### src/rtl/seq_div_16_8.sv
// Sequential unsigned restoring divider: N_W-bit dividend by D_W-bit divisor, one quotient bit
// per cycle, with valid/ready handshakes on both the operand and the result side.
module seq_div_16_8 #(
    parameter int unsigned N_W = 16,
    parameter int unsigned D_W = 8
) (
    input  logic           clk,
    input  logic           rst,
    input  logic           in_valid,
    output logic           in_ready,
    input  logic [N_W-1:0] IN1,
    input  logic [D_W-1:0] IN2,
    output logic           out_valid,
    input  logic           out_ready,
    output logic [N_W-1:0] Quot,
    output logic [D_W-1:0] Rem,
    output logic           dz,
    output logic           ovf
);

    localparam int unsigned CntW = $clog2(N_W + 1);

    typedef enum logic [1:0] {StIdle, StBusy, StDone} state_e;

    state_e          state_q, state_d;
    logic [N_W-1:0]  dvd_q, dvd_d;
    logic [D_W-1:0]  div_q, div_d;
    logic [D_W:0]    prem_q, prem_d;
    logic [CntW-1:0] cnt_q, cnt_d;
    logic            ovf_pend_q, ovf_pend_d;
    logic [N_W-1:0]  quot_q, quot_d;
    logic [D_W-1:0]  rem_q, rem_d;
    logic            dz_q, dz_d;
    logic            ovf_q, ovf_d;

    logic [D_W+1:0]  shifted;
    logic [D_W+1:0]  trial;
    logic            fits;
    logic            ovf_in;

    // Two extra bits: the shifted remainder can exceed 2^D_W, so the sign needs its own bit.
    assign shifted = {prem_q, dvd_q[N_W-1]};
    assign trial   = shifted - {2'b00, div_q};
    assign fits    = ~trial[D_W+1];
    // Quotient overflows D_W bits exactly when the dividend's upper part is >= divisor.
    assign ovf_in  = (IN2 != '0) && ((IN1 >> D_W) >= N_W'(IN2));

    assign in_ready  = (state_q == StIdle);
    assign out_valid = (state_q == StDone);
    assign Quot      = quot_q;
    assign Rem       = rem_q;
    assign dz        = dz_q;
    assign ovf       = ovf_q;

    always_comb begin
        state_d    = state_q;
        dvd_d      = dvd_q;
        div_d      = div_q;
        prem_d     = prem_q;
        cnt_d      = cnt_q;
        ovf_pend_d = ovf_pend_q;
        quot_d     = quot_q;
        rem_d      = rem_q;
        dz_d       = dz_q;
        ovf_d      = ovf_q;
        unique case (state_q)
            StIdle: begin
                if (in_valid) begin
                    dvd_d = IN1;
                    div_d = IN2;
                    if (IN2 == '0) begin
                        quot_d  = '1;
                        rem_d   = IN1[D_W-1:0];
                        dz_d    = 1'b1;
                        ovf_d   = 1'b0;
                        state_d = StDone;
                    end else begin
                        prem_d     = '0;
                        cnt_d      = '0;
                        ovf_pend_d = ovf_in;
                        state_d    = StBusy;
                    end
                end
            end
            StBusy: begin
                prem_d = fits ? trial[D_W:0] : shifted[D_W:0];
                dvd_d  = {dvd_q[N_W-2:0], fits};
                cnt_d  = cnt_q + CntW'(1);
                if (cnt_q == CntW'(N_W - 1)) begin
                    quot_d  = dvd_d;
                    rem_d   = prem_d[D_W-1:0];
                    dz_d    = 1'b0;
                    ovf_d   = ovf_pend_q;
                    state_d = StDone;
                end
            end
            StDone: begin
                if (out_ready) begin
                    state_d = StIdle;
                end
            end
            default: state_d = StIdle;
        endcase
    end

    always_ff @(posedge clk) begin
        if (rst) begin
            state_q    <= StIdle;
            dvd_q      <= '0;
            div_q      <= '0;
            prem_q     <= '0;
            cnt_q      <= '0;
            ovf_pend_q <= 1'b0;
            quot_q     <= '0;
            rem_q      <= '0;
            dz_q       <= 1'b0;
            ovf_q      <= 1'b0;
        end else begin
            state_q    <= state_d;
            dvd_q      <= dvd_d;
            div_q      <= div_d;
            prem_q     <= prem_d;
            cnt_q      <= cnt_d;
            ovf_pend_q <= ovf_pend_d;
            quot_q     <= quot_d;
            rem_q      <= rem_d;
            dz_q       <= dz_d;
            ovf_q      <= ovf_d;
        end
    end

endmodule

### config.mk
export PLATFORM = sky130hd
export DESIGN_NAME = seq_div_16_8
export DESIGN_NICKNAME = d
export VERILOG_FILES = /design/src/rtl/seq_div_16_8.sv
export SDC_FILE = /design/constraint.sdc
export NUM_CORES = 1
export LEC_CHECK = 0
export CORE_MARGIN = 8
export CORE_UTILIZATION = 53
export CTS_CLUSTER_SIZE = 8
export DETAILED_ROUTE_END_ITERATION = 16
export PLACE_DENSITY = 0.83
export SLEW_MARGIN = 10
export SYNTH_ARGS = -nofsm -noshare
export SYNTH_HDL_FRONTEND = slang
export SYNTH_SLANG_ARGS = --single-unit
### constraint.sdc
create_clock -name clk -period 2.55 [get_ports clk]
set_input_delay 0.3825 -clock clk [delete_from_list [all_inputs] [get_ports clk]]
set_output_delay 0.3825 -clock clk [all_outputs]
set_load 0.005 [all_outputs]
==> flow_summary.yaml <==
clocking:
  root_buffer: "clkbuf_8"
  clock-sinks: 67
  htree_levels: 3
  clk_latency_ns: 0.35
  cts_tree: "yes"
  ctsResizeCount: 0
  cts_setup_buffers: 0
  cts_max_path_buffers: 2
  cts_made_buffers: 9
  clk_pin_slew_ns: 0.07
  ctsHoldBuffers: 0
layout:
  multi_input_area_sq_um: 1870
  final_cell_mix: "nor2_1 (72), dfxtp_1 (67), nand2_1 (61)"
  area_growth_pct: 23.8
  regArea_sq_um: 1340
  drive_above_1_share_pct: 10.8
  final_common_cell: "nor2_1"
  fin_nets: 524
  fill_cells: 541
  num_antenna_cells: 0
worst_setup_path:
  regToRegEndpoint: "Rem[1]$_SDFFE_PP0P_"
  rr_worst_depth: 8
  critical_path.cell_chain: "inv_1 > ha_1 > a21oi_2 > a2111oi_4 > or3_4 > and2_4 > a31oi_1 > a311oi_1"
  slowest_stage: "or3_4"
  crit_path_end_kind: "flop"
  path_class: "flop to flop"
  arrival_ns: 2.52
  r2r_setup_slack_ns: 0.25
  worstPathMaxFanout: 10
  cp.required_ns: 2.77
  startpoint_type: "flop"
  cpPeakStageDelay_ns: 0.44
  r2r-start: "div_q[2]$_SDFFE_PP0P_"
global_route:
  grt_max_degree: 50
  overflow: 0
  antenna_found_initial: 0
  grt_pass1_wl_mm: 15.3
  grt.total_usage_pct: 21.1
  first_global_vias: 3157
logic_synthesis:
  synth.cell_area_sq_um: 3440
  synth_xor_area_share_pct: 1.53
  synth_top_family_by_area: "compound AO/OA/AOI/OAI gates"
  synth_compound_gate_area_share_pct: 22.6
  synth_mux_area_share_pct: 0.619
  yosys.area_share.simple_pct: 22.0
  netlist_top_cells_area: "dfxtp_1 (39%), nor2_1 (7.9%), nand2_1 (6.7%)"
  synthArstFlopShare_pct: 0
  ys_seq_area_share_pct: 39.0
  synth_top_area_share_pct: 39.0
  synth_fa_ha_area_share_pct: 7.14
  syn_area_per_cell_sq_um: 8.07
  yosysWarnings: 0
  syn_inst: 426
  yosysTopAreaCell: "dfxtp_1"
  ys_types: 54
  synth_seq_cells: 67
  synth_edf_count: 0
  syn_nets: 473
  synth_flop_cell: "dfxtp_1"
drt:
  drcViolationCount: 0
  drt-vias-per-instance: 5.74
  ant_nets: 0
  firstDrtPassIters: 5
  wirelength_mm: 9.27
  drt_iter0_markers: 184
  wl_per_cell_um: 16.6
  route.vias.total: 3207
timing:
  min_period_ns: 2.30
  finalMaxSlewViolations: 0
  rsz0062_at_grt: "false"
  worst_pin_slew_ns: 0.708
  finClkSkew_ns: 0.0110
  slew-limit-headroom_pct: 52.8
  fmax_mhz: 434
  period_share_pct: 90.3
  finalHoldViolCount: 0
  finalSetupViolCount: 0
  final.setup.tns_ns: 0
die:
  coreArea_sq_um: 6310
  initial_core_util_pct: 54.4
  die_w_um: 96.5
  dieArea_sq_um: 9320
  rows: 29
  pin_count: 56
  die_h_um: 96.5
power:
  power_density_nw_per_um2: 697
  leakage_nw: 1.65
  ir_worst_vdd_v: 0.000441
  switchingPower_mw: 1.02
  pwr-share-seq_pct: 39.7
  cell_internal_pwr_mw: 1.95
  power_mw: 2.97
  clkPwrFrac_pct: 29.7
  sw_frac_of_total_pct: 34.4
  p_comb_share_pct: 30.6
worst_hold_path:
  hp-class: "flop to flop"
  whs_endpoint: "div_q[3]$_SDFFE_PP0P_"
  hp-start: "div_q[3]$_SDFFE_PP0P_"
  hold_depth: 2
placement:
  globalplace.congestion: 0.968
  dp_hpwl_mm: 6.87
  io_buffer_count: 55
status:
  status: "finished clean"
run:
  maxCapViolations: 0
-- power by group through the flow --
stage | Clock (mW) | Combinational (mW) | Sequential [mW]
6_report | 0.882 | 0.908 | 1.18
5_1_grt | 0.947 | 0.999 | 1.19
4_1_cts | 0.886 | 0.879 | 1.17
3_5_place_dp | 0 | 0.871 | 1.20
3_3_place_gp | 0 | 0.842 | 1.20
2_1_floorplan | 0 | 0.736 | 1.17
-- final cells by class --
cell class	count	share of cell area, %
Clock inverter	6	1.53
Inverter	23	2.03
Sequential cell	67	31.5
Clock buffer	10	3.00
Timing Repair Buffer	70	15.8
Multi-Input combinational cell	306	43.9
Tap cell	77	2.26
-- metrics by stage --
step                      worst slack (ns)  cells  instance area (sq um)  hold slack (ns)  util [%]
after floorplan                      0.318    426                   3440            0.436         -
after global placement               0.179    543                   4060            0.445      64.2
after detailed placement             0.127    543                   4060            0.457      64.2
after CTS                            0.142    559                   4250            0.467      67.3
after global routing               0.00859    559                   4250            0.485      67.4
final                                0.248    559                   4250            0.463      67.4
-- synth_stat cells, types with 2 or more instances --
cell type	count
nor2b_1	5
dfxtp_1	67
inv_1	23
a311oi_1	19
nand2_1	61
nor4_2	2
a31oi_1	5
nor2_1	72
a21o_1	2
o211ai_2	2
nand3_1	7
buf_4	4
nand3b_1	2
and3_1	4
a21o_2	2
buf_6	3
o21ai_0	5
a211oi_1	18
clkbuf_1	19
or3_1	2
nor3_1	5
a21oi_1	39
nand2b_1	3
ha_1	18
xnor2_1	5
buf_2	4
-- logic make-up (layout without fill, tap and decap cells) --
kind of cell / Yosys count / in the layout
AOI/OAI and AO/OA: 107 / 107
DFF: 67 / 67
muxes: 2 / 2
xor gates and xnor gates: 6 / 6
adders and majority gates: 19 / 19
and+or+nand+nor: 172 / 172
buffers and inverters: 53 / 109
-- worst max-delay path, delay by kind of cell (launching register included) --
kind            cells  cell delay, ns
simple gates        2            0.66
compound gates      4            0.78
buf+inv             1            0.05
flops               1            0.34
fa+ha+maj           1            0.35
-- flip-flops by register name (all words and copies together) (netlist names) --
register,flops
Quot,16
dvd_q,16
prem_q,9
Rem,8
div_q,8
cnt_q,5
state_q,2
dz,1
ovf,1
ovf_pend_q,1
-- layer usage --
metal | share of wire [%] | GRT usage, % | vias to the layer above
met1 | 42 | 25.9 | 1499
li1 | - | - | 1586
met3 | 7.2 | 6.41 | 12
met4 | 1.3 | 5.67 | 0
met5 | 0 | 0 | -
met2 | 49 | 35.0 | 110
-- worst max path at each step --
stage / from / to / slack (ns) / cells past startpoint
6_report: div_q[2]$_SDFFE_PP0P_ / Rem[1]$_SDFFE_PP0P_ / 0.25 / 8
4_1_cts: div_q[2]$_SDFFE_PP0P_ / Rem[1]$_SDFFE_PP0P_ / 0.14 / 8
2_1_floorplan: div_q[2]$_SDFFE_PP0P_ / dvd_q[0]$_SDFFE_PP0P_ / 0.32 / 10
3_3_place_gp: IN2[5] / Quot[0]$_SDFFE_PP0P_ / 0.18 / 8
5_1_grt: dvd_q[15]$_SDFFE_PP0P_ / prem_q[8]$_SDFFE_PP0P_ / 0.009 / 10
3_5_place_dp: IN2[1] / Rem[2]$_SDFFE_PP0P_ / 0.13 / 8
(Power assumes the default switching activity.)
